File: src/rtl/ahb_lite_pkg.sv
// Shared AHB-Lite encodings for the N-slave interconnect: transfer/response codes,
// default-slave state encoding and data-phase select markers.
package ahb_lite_pkg;

  typedef enum logic [1:0] {
    TransIdle   = 2'b00,
    TransBusy   = 2'b01,
    TransNonseq = 2'b10,
    TransSeq    = 2'b11
  } htrans_e;

  typedef enum logic [1:0] {
    RespOkay  = 2'b00,
    RespError = 2'b01,
    RespRetry = 2'b10,
    RespSplit = 2'b11
  } hresp_e;

  typedef enum logic [1:0] {
    DsIdle = 2'b00,
    DsErr1 = 2'b01,
    DsErr2 = 2'b10
  } ds_state_e;

  // Data-phase select markers; real slave indices are 0..7.
  localparam logic [3:0] DSEL_NONE = 4'hF;
  localparam logic [3:0] DSEL_DEF  = 4'hE;

endpackage

File: src/rtl/ahb_lite_default_slave.sv
// Default slave: answers every accepted unmapped NONSEQ/SEQ transfer with a
// two-cycle ERROR (wait+ERROR, then ready+ERROR).
module ahb_lite_default_slave
  import ahb_lite_pkg::*;
(
  input  logic clk_i,
  input  logic rst_i,
  input  logic accept_i,
  input  logic unmapped_i,
  output logic hready_o,
  output logic hresp_o
);

  ds_state_e state_q, state_d;

  always_ff @(posedge clk_i) begin
    if (rst_i) begin
      state_q <= DsIdle;
    end else begin
      state_q <= state_d;
    end
  end

  always_comb begin
    state_d = state_q;
    case (state_q)
      DsIdle:  if (accept_i && unmapped_i) state_d = DsErr1;
      DsErr1:  state_d = DsErr2;
      // Back-to-back unmapped transfers skip the idle state.
      DsErr2:  state_d = (accept_i && unmapped_i) ? DsErr1 : DsIdle;
      default: state_d = DsIdle;
    endcase
  end

  always_comb begin
    hready_o = 1'b1;
    hresp_o  = 1'b0;
    case (state_q)
      DsErr1: begin
        hready_o = 1'b0;
        hresp_o  = 1'b1;
      end
      DsErr2: begin
        hready_o = 1'b1;
        hresp_o  = 1'b1;
      end
      default: ;
    endcase
  end

endmodule

File: src/rtl/ahb_lite_ns.sv
// AHB-Lite interconnect, one master to NUM_SLAVES slaves: base/mask decode,
// registered data-phase response mux, built-in default slave and error capture.
module ahb_lite_ns
  import ahb_lite_pkg::*;
#(
  parameter int                      NUM_SLAVES = 2,
  parameter int                      DATA_W     = 32,
  parameter logic [NUM_SLAVES*32-1:0] SLV_BASE  = {32'h2000_0000, 32'h0000_0000},
  parameter logic [NUM_SLAVES*32-1:0] SLV_MASK  = {32'hF000_0000, 32'hF000_0000},
  parameter int                      ERRCNT_W   = 8
) (
  input  logic                         HCLK,
  input  logic                         HRESET,
  input  logic [31:0]                  HADDR,
  input  logic [1:0]                   HTRANS,
  input  logic                         HWRITE,
  input  logic [2:0]                   HSIZE,
  input  logic [2:0]                   HBURST,
  input  logic [3:0]                   HPROT,
  input  logic                         HMASTLOCK,
  input  logic [DATA_W-1:0]            HWDATA,
  output logic                         HREADY,
  output logic                         HRESP,
  output logic [DATA_W-1:0]            HRDATA,
  output logic [NUM_SLAVES-1:0]        hsel_s,
  output logic [31:0]                  haddr_s,
  output logic [1:0]                   htrans_s,
  output logic                         hwrite_s,
  output logic [2:0]                   hsize_s,
  output logic [2:0]                   hburst_s,
  output logic [3:0]                   hprot_s,
  output logic                         hmastlock_s,
  output logic [DATA_W-1:0]            hwdata_s,
  output logic                         hready_s,
  input  logic [NUM_SLAVES-1:0]        hready_resp_s,
  input  logic [2*NUM_SLAVES-1:0]      hresp_s,
  input  logic [NUM_SLAVES*DATA_W-1:0] hrdata_s,
  input  logic                         err_clr,
  output logic                         err_valid,
  output logic [31:0]                  err_addr,
  output logic [3:0]                   err_slave,
  output logic [ERRCNT_W-1:0]          err_cnt
);

  logic [3:0]          dec_idx;
  logic [3:0]          dsel_q, dsel_d;
  logic [31:0]         daddr_q, daddr_d;
  logic                trans_active, unmapped, accept;
  logic                ds_hready, ds_hresp;
  logic                err_event;
  logic                err_valid_q;
  logic [31:0]         err_addr_q;
  logic [3:0]          err_slave_q, dsel_slave;
  logic [ERRCNT_W-1:0] err_cnt_q;

  assign haddr_s     = HADDR;
  assign htrans_s    = HTRANS;
  assign hwrite_s    = HWRITE;
  assign hsize_s     = HSIZE;
  assign hburst_s    = HBURST;
  assign hprot_s     = HPROT;
  assign hmastlock_s = HMASTLOCK;
  assign hwdata_s    = HWDATA;
  assign hready_s    = HREADY;

  // Scan downwards so the lowest matching index is the one left standing.
  always_comb begin
    dec_idx = DSEL_DEF;
    hsel_s  = '0;
    for (int i = NUM_SLAVES - 1; i >= 0; i--) begin
      if ((HADDR & SLV_MASK[32*i +: 32]) == SLV_BASE[32*i +: 32]) dec_idx = 4'(i);
    end
    for (int i = 0; i < NUM_SLAVES; i++) hsel_s[i] = (dec_idx == 4'(i));
  end

  assign trans_active = (HTRANS == TransNonseq) || (HTRANS == TransSeq);
  assign unmapped     = (dec_idx == DSEL_DEF);
  assign accept       = HREADY && trans_active;

  assign dsel_d  = HREADY ? (trans_active ? dec_idx : DSEL_NONE) : dsel_q;
  assign daddr_d = HREADY ? HADDR : daddr_q;

  always_ff @(posedge HCLK) begin
    if (HRESET) begin
      dsel_q  <= DSEL_NONE;
      daddr_q <= '0;
    end else begin
      dsel_q  <= dsel_d;
      daddr_q <= daddr_d;
    end
  end

  ahb_lite_default_slave u_default_slave (
    .clk_i      (HCLK),
    .rst_i      (HRESET),
    .accept_i   (accept),
    .unmapped_i (unmapped),
    .hready_o   (ds_hready),
    .hresp_o    (ds_hresp)
  );

  always_comb begin
    HREADY = 1'b1;
    HRESP  = 1'b0;
    HRDATA = '0;
    if (dsel_q == DSEL_DEF) begin
      HREADY = ds_hready;
      HRESP  = ds_hresp;
    end else begin
      for (int i = 0; i < NUM_SLAVES; i++) begin
        if (dsel_q == 4'(i)) begin
          HREADY = hready_resp_s[i];
          HRESP  = |hresp_s[2*i +: 2];
          HRDATA = hrdata_s[DATA_W*i +: DATA_W];
        end
      end
    end
  end

  // Completion cycle of an error response; the ERR1 wait cycle is not counted.
  assign err_event  = HRESP && HREADY;
  assign dsel_slave = (dsel_q == DSEL_DEF) ? 4'(NUM_SLAVES) : dsel_q;

  always_ff @(posedge HCLK) begin
    if (HRESET) begin
      err_valid_q <= 1'b0;
      err_addr_q  <= '0;
      err_slave_q <= '0;
      err_cnt_q   <= '0;
    end else if (err_event) begin
      if (!err_valid_q || err_clr) begin
        err_valid_q <= 1'b1;
        err_addr_q  <= daddr_q;
        err_slave_q <= dsel_slave;
      end
      if (err_clr) begin
        err_cnt_q <= ERRCNT_W'(1);
      end else if (err_cnt_q != {ERRCNT_W{1'b1}}) begin
        err_cnt_q <= err_cnt_q + ERRCNT_W'(1);
      end
    end else if (err_clr) begin
      err_valid_q <= 1'b0;
      err_addr_q  <= '0;
      err_slave_q <= '0;
      err_cnt_q   <= '0;
    end
  end

  assign err_valid = err_valid_q;
  assign err_addr  = err_addr_q;
  assign err_slave = err_slave_q;
  assign err_cnt   = err_cnt_q;

endmodule
File: config.mk
export PLATFORM = sky130hd
export DESIGN_NAME = ahb_lite_ns
export DESIGN_NICKNAME = d
export VERILOG_FILES = /design/src/rtl/ahb_lite_pkg.sv /design/src/rtl/ahb_lite_default_slave.sv /design/src/rtl/ahb_lite_ns.sv
export SDC_FILE = /design/constraint.sdc
export NUM_CORES = 1
export LEC_CHECK = 0
export CAP_MARGIN = 25
export CORE_AREA = 2 2 119 121
export CTS_CLUSTER_DIAMETER = 80
export CTS_CLUSTER_SIZE = 30
export DETAILED_ROUTE_END_ITERATION = 12
export DIE_AREA = 0 0 121 123
export PLACE_DENSITY = 0.84
export REMOVE_ABC_BUFFERS = 1
export SLEW_MARGIN = 10
export SYNTH_ARGS = -nofsm -noshare
export SYNTH_HDL_FRONTEND = slang
export SYNTH_SLANG_ARGS = --single-unit
File: constraint.sdc
create_clock -name HCLK -period 2.37 [get_ports HCLK]
set_input_delay 0.5925 -clock HCLK [delete_from_list [all_inputs] [get_ports HCLK]]
set_output_delay 0.5925 -clock HCLK [all_outputs]
set_load 0.01 [all_outputs]
### Yosys cells after proc, flatten, opt, wreduce, memory -nomap -nowiden

Cells that the tools add are included.

| storage, ports and cells | value |
|---|---|
| flip-flop bits (word level) | 83 |
| logic and storage cells | 68 |

| operators by class | value |
|---|---|
| add/sub/neg operators | 1 |
| mux-type cells | 31 |
| equality and inequality tests | 12 |
| reduce and logical (&&, ||, !) cells | 17 |

Operators by type and width:

| operator | count |
|---|---|
| $mux 32 | 6 |
| $logic_not 32->1 | 1 |
| $mux 8 | 4 |
| $mux 4 | 7 |
| $mux 1 | 12 |
| $add 8x1->8 const B | 1 |
| $eq 4x1->1 const B | 2 |
| $eq 4x4->1 const B | 2 |
| $logic_not 4->1 | 2 |
| $ne 8x8->1 const B | 1 |
| $eq 2x2->1 const B | 3 |
| $pmux 2 s3 | 1 |
| $reduce_or 2->1 | 3 |
| $eq 4x2->1 const B | 1 |
| $ne 2x1->1 const B | 2 |
| $reduce_and 2->1 | 2 |
| $reduce_bool 2->1 | 2 |
| $logic_and 1x1->1 | 3 |
| $eq 2x1->1 const B | 1 |
| $logic_not 2->1 | 1 |
| $logic_or 1x1->1 | 2 |
| $mux 2 | 1 |
| $logic_not 1->1 | 1 |

### Depth between registers and ports, before layout

Gate-level depths: netlist (run 1).

| depth | value |
|---|---|
| word-level depth | 8 |
| mapped depth | 10 |

### Cells and area by module

From an unflattened synthesis (run 1), not the netlist that was laid out.

| unflattened totals | value |
|---|---|
| cell total of the unflattened synthesis | 540 |
| area, all modules | 4508.1 sq um |

By module, submodules not included:

| module | area an instance (sq um) | seq. area each (sq um) | cells an instance | times used |
|---|---|---|---|---|
| ahb_lite_ns | 4344.2 | 1561.5 | 522 | 1 |
| ahb_lite_default_slave | 163.9 | 40.0 | 18 | 1 |

### Least setup slack after synthesis (run 1)

Ideal clock, no wire load.

| path | value |
|---|---|
| path type | reg2out |
| start point | register u_default_slave.state_q[1] |
| end point | output port hready_s |
| cell stages (with the launch flop) | 8 |
| setup slack | 0.117 ns |
| arrival | 1.660 ns |
| buffers on the path | 2 |
| cell sequence | dfxtp_1 > inv_1 > ha_1 > and2b_1 > o32ai_4 > inv_2 > buf_1 > buf_4 |

| on the way | value |
|---|---|
| cells in the longest elaborated chain, start to end | 3 |

RTL lines:

| item | RTL line | source |
|---|---|---|
| from (decl) | ahb_lite_default_slave.sv:14 | `ds_state_e state_q, state_d;` |
| from (signal assigned) | ahb_lite_default_slave.sv:18 | `state_q <= DsIdle;` |
| from (signal assigned) | ahb_lite_default_slave.sv:20 | `state_q <= state_d;` |
| $eq 2x1->1 | ahb_lite_default_slave.sv:38 | `case (state_q)` |
| $mux 1 | ahb_lite_default_slave.sv:38 |  |
| $mux 1 | ahb_lite_ns.sv:106 | `if (dsel_q == DSEL_DEF) begin` |
| to (decl) | ahb_lite_ns.sv:34 | `output logic hready_s,` |

Every way passes these cells.

### Worst setup path in the final report (run 1)

| path | value |
|---|---|
| start point | input port HADDR[29] |
| end point | output port haddr_s[29] |

RTL lines:

| item | RTL line | source |
|---|---|---|
| from (decl) | ahb_lite_ns.sv:14 | `input logic [31:0] HADDR,` |
| to (decl) | ahb_lite_ns.sv:26 | `output logic [31:0] haddr_s,` |

No word-level cell between the ends.

==> metrics.txt, run 1 <==
maximum fanout along the worst path=3; Die ar.=0.0149 mm2; Hold Buf Count CTS=0; Initial Util=29.6%; worst r2r dst=err_addr[28]$_SDFFE_PP0P_; Hold Crit Start=daddr_q[18]$_SDFFE_PP0N_; total number of vias=3706; CTS clk-pin slew, worst paths=0.06 ns; sink of the worst hold path=daddr_q[18]$_SDFFE_PP0N_; grt peak-use layer=met2; detailed-placement wirelength estimate=10.9 mm; cell row count=43; clock tree buffer depth=2; Synth Warn #=0; status=complete, no violations; Lkg Pwr=3.05 nW; Top FF cell, synth=dfxtp_1; CP endpoint kind=primary output; initial antenna violation count=0; antenna-violating nets left=0; clock latency on the worst-skew pair=0.33 ns; n_diodes=0; met1 GRT Util=18.3%; Root Driver=clkbuf_16; routed wire length=13.8 mm; die extent in y=123 um; DR WL/cell=17.5 um; grt met2 use=28.7%; critical path type=in2out; Total GRT Usage=18.1%; Buffers on Ports=220; sequential fraction of the synthesis area=39.7%; Final Hold Slack=0.453 ns; first-pass GRT wire length=20.1 mm; startpoint types=input port; synthesis-stage register bit count=80; largest net degree at the start of global routing=36; CTS tree=yes; ys async rst share=0%; Cell variety after synth=39; Core Area=0.0136 mm2; cell total after placement=775; fmax=428 MHz; post-synthesis area per instance=8.77 um2; Min-Delay Path Class=reg2reg; # H-tree levels=3; worst reg2reg setup slack=0.32 ns; Hold Path Depth=2; reg2reg start=u_default_slave.state_q[1]$_SDFFE_PP0P_; TritonRoute pass-1 iters=4; number of max-cap violations=0; Slew Limit Fails=0; EDFF count, synth=0; final-report setup violation count=0; I/O pins=311; CTS Sinks=80; total CTS buffers=9; synthesized cell area=0.00404 mm2; Remaining DRCs=0; Util after Layout=46.3%; RSZ-0062 raised after global routing=no; most common cell after layout, fill and taps aside=clkdlybuf4s50_1; share of cells above drive strength 1=9.33%; met3 usage in global routing=14.2%; clock skew=0.00801 ns; Syn Inst Count=460; most frequent cells in the layout=clkdlybuf4s50_1, dfxtp_1, nand2_1, a21oi_1, nor2_1; final hold violation count=0; vias per cell=4.69; vias in the first global route=3519; Reg2Reg Depth=10; Final #Nets=762; PD cells=543 mW/mm2; Req. time, crit path=1.78 ns; Die X-Extent=121 um; Area Overhead vs Synth=56.2%; pin slew with the least headroom to its limit=0.372 ns; final worst path period share=98.5%; VDD IR max=0.322 mV; grt total ovfl=0; fin cells=791; CP Data Arrival Time=1.74 ns; routability-driven placement congestion ratio=0.819; DR iter-0 viols=191; normalized max-slew margin=75.2%; Final min period=2.34 ns
-- state kept, by name (all words and copies together) (netlist names) --
| register | count |
|---|---|
| err_slave | 3 |
| err_addr | 32 |
| daddr_q | 32 |
| dsel_q | 2 |
| err_valid | 1 |
| u_default_slave.state_q | 2 |
| err_cnt | 8 |
-- what timing repair did --
action                     in CTS  in global routing
setup endpoints to repair      16                 29
pin swaps                       0                  1
gates resized for setup        31                 33
buffers inserted                0                  0
hold endpoints to repair        0                  0
-- synthesized netlist by cell type (all sizes together) (2+ instances only) --
library cell	number	share of area, %
nor2	38	3.6
ha	5	1.6
mux2i	34	8.4
nor3	2	0.25
nand4	3	0.47
o32ai	2	0.90
a22o	34	7.4
buf	94	17
and2	2	0.31
clkbuf	12	1.1
nand2	73	6.9
dfxtp	80	40
a21oi	39	4.8
inv	8	0.74
nand2b	2	0.31
o21ai	8	0.99
nand3	5	0.74
or3	6	0.93
-- worst max-delay path, stage by stage --
cell and delay (ns):
clkdlybuf4s50_1 0.49, buf_4 0.12, clkdlybuf4s50_1 0.54
-- kinds of logic after synthesis --
logic type | Yosys count | synth area share, %
AO/OA/AOI/OAI | 90 | 16.2
adder cells (fa/ha/maj) | 5 | 1.55
buffers and inverters | 114 | 19.3
flip-flops | 80 | 39.7
multiplexers | 35 | 8.71
AND/OR/NAND/NOR | 136 | 14.5
-- cell type report --
| cell class | instances | area (um2) |
|---|---|---|
| multi-input combinational | 266 | 1670 |
| timing repair buffer | 241 | 2470 |
| sequential | 80 | 1610 |
| inverter | 8 | 30.0 |
| clock inverter | 7 | 71.3 |
| fill | 1283 | 7310 |
| tap | 180 | 225 |
| clock buffer | 9 | 225 |
-- worst max-delay path by stage --
stage | slack (ns) | endpoint | from | depth (start not counted)
3_5_place_dp | -0.35 | hready_s | hready_resp_s[0] | 5
2_1_floorplan | -1.55 | err_slave[0]$_SDFFE_PP0P_ | dsel_q[0]$_SDFFE_PP1N_ | 6
6_report | 0.03 | haddr_s[29] | HADDR[29] | 3
5_1_grt | 0.005 | haddr_s[29] | HADDR[29] | 3
4_1_cts | -0.007 | hready_s | u_default_slave.state_q[1]$_SDFFE_PP0P_ | 6
3_3_place_gp | -0.34 | hready_s | hready_resp_s[0] | 5
-- per-stage QoR --
step	instance area, um2	power (W)	setup slack (ns)	TNS [ns]
after CTS	6250	0.00348	-0.00708	-0.0131
after floorplan	3280	0.00168	-1.55	-94.45
after global routing	6300	0.00359	0.00472	0
after detailed placement	5930	0.00210	-0.353	-8.98
final	6300	0.00342	0.0346	0
after global placement	5930	0.00209	-0.337	-7.12
-- per-layer routing --
metal | vias up | part of all wire (%)
met2 | 230 | 46
met1 | 1670 | 35
met4 | 2 | 1.1
met3 | 19 | 18
li1 | 1785 | -
met5 | - | 0.43
-- report_power, final --
part | total [W] | internal [W] | switching [W]
clock network | 0.00136 | 0.000817 | 0.000545
registers | 0.00144 | 0.00140 | 0.0000356
logic | 0.000624 | 0.000365 | 0.000259
Power figures use the tool's default switching activity.
==> inputs of run 2 (changes only) <==
- CORE_AREA: 2 2 119 121 -> not set
- CORE_MARGIN: not set -> 2
- CORE_UTILIZATION: not set -> 26
- DIE_AREA: 0 0 121 123 -> not set
- PLACE_DENSITY: 0.84 -> 0.76
==> run 2 against run 1 <==
Compared with the run above:
- die area is 11% higher
- non-clock buffer count is 7 higher
- power is 1.8% lower
- hold slack better by 0.0030 ns
==> metrics.txt, run 2 (synthesis results as in run 1) <==
detailed-placement wirelength estimate=11.7 mm; cell row count=45; Req. time, crit path=1.78 ns; initial antenna violation count=0; Hold Path Depth=2; Slew Limit Fails=0; Core Area=0.0152 mm2; most frequent cells in the layout=clkdlybuf4s50_1, dfxtp_1, nand2_1, a21oi_1, nor2_1; setup_tns=0 ns; met3 usage in global routing=11.5%; CTS Sinks=80; vias per cell=4.69; clock latency on the worst-skew pair=0.34 ns; Min-Delay Path Class=reg2reg; CP delay by family, top=buffers and inverters; number of max-cap violations=0; CTS tree=yes; VDD IR max=0.315 mV; Die X-Extent=129 um; grt peak-use layer=met2; total number of vias=3780; clock tree buffer depth=2; DR WL/cell=18.4 um; startpoint types=input port; critical path cell sequence=clkdlybuf4s50_1 > mux2i_1 > nor2_1 > clkdlybuf4s50_1; CTS clk-pin slew, worst paths=0.06 ns; I/O pins=311; fmax=425 MHz; critical path type=in2out; largest net degree at the start of global routing=36; dpl ws=-0.325 ns; PD cells=532 mW/mm2; critical path's largest stage delay=0.56 ns; status=complete, no violations; Buf+Inv Stages, Crit Path=2; CP max stage cell=clkdlybuf4s50_1; final-report setup violation count=0; DR iter-0 viols=147; vias in the first global route=3513; clock skew=0.00686 ns; # H-tree levels=3; worst reg2reg setup slack=0.19 ns; maximum fanout along the worst path=1; Final Hold Slack=0.456 ns; Area Overhead vs Synth=56.7%; reg2reg start=u_default_slave.state_q[1]$_SDFFE_PP0P_; grt total ovfl=0; antenna-violating nets left=0; DP Area=0.00599 mm2; Root Driver=clkbuf_16; Final min period=2.36 ns; routability-driven placement congestion ratio=0.789; Die ar.=0.0165 mm2; Total GRT Usage=17.5%; Hold Crit Start=daddr_q[11]$_SDFFE_PP0N_; Final #Nets=769; Design Area, Final=0.00632 mm2; Lkg Pwr=2.95 nW; Reg2Reg Depth=10; normalized max-slew margin=74.4%; routed wire length=14.8 mm; n_diodes=0; Initial Util=26.5%; Buffers on Ports=220; CP endpoint kind=primary output; final worst path period share=99.4%; first-pass GRT wire length=21.3 mm; total CTS buffers=9; Remaining DRCs=0; Worst path most repeated cell=clkdlybuf4s50_1; die extent in y=129 um; Setup WS post-layout=0.0148 ns; Worst setup startpoint=hrdata_s[37]; share of cells above drive strength 1=10.0%; final hold violation count=0; most common cell after layout, fill and taps aside=clkdlybuf4s50_1; TritonRoute pass-1 iters=4; total power draw=0.00336 W; met1 GRT Util=19.7%; pin slew with the least headroom to its limit=0.384 ns; Hold Buf Count CTS=0; sink of the worst hold path=daddr_q[11]$_SDFFE_PP0N_; worst r2r dst=dsel_q[2]$_SDFFE_PP1N_; CP Data Arrival Time=1.76 ns; grt met2 use=27.3%
-- run 2: per-layer routing --
metal  wire, um  up-vias
met1       5740     1735
met4        169        2
met2       6620      238
met3       2210       20
li1           -     1785
met5         77        -
-- run 2: repair_timing --
action,4_1_cts,5_1_grt
setup buffers,1,0
gates resized for setup,38,23
pin swaps,1,0
setup endpoints to repair,31,23
-- run 2: cell type report --
class | instances | area (um2)
fill | 1475 | 8880
timing repair buffer | 248 | 2500
multi-input combinational | 266 | 1680
sequential | 80 | 1610
tap | 188 | 235
clock buffer | 10 | 229
clock inverter | 6 | 45.0
inverter | 8 | 30.0
-- run 2: where the power goes --
| part | switching, W | total [W] | internal [W] |
|---|---|---|---|
| Sequential | 0.0000351 | 0.00144 | 0.00140 |
| Clock | 0.000566 | 0.00128 | 0.000713 |
| Combinational | 0.000268 | 0.000645 | 0.000376 |
-- run 2: worst max-delay path by stage --
stage                     depth (start not counted)                   endpoint
after global placement                            5                   hready_s
after global routing                              4                  HRDATA[5]
after CTS                                         5                      HRESP
final                                             4                  HRDATA[5]
after detailed placement                          5                   hready_s
after floorplan                                   6  err_slave[0]$_SDFFE_PP0P_
-- run 2: per-stage QoR --
stage / instances / util [%]
floorplan: 354 / -
global placement: 789 / 39.4
detailed placement: 789 / 39.4
CTS: 806 / 41.2
global route: 806 / 41.6
finish: 806 / 41.6
-- run 2: tightest hold or removal path: cells and delay by family, from the launching register on --
family	cells	cell delay, ns
simple gates	1	0.05
flops	1	0.31
compound gates	1	0.05
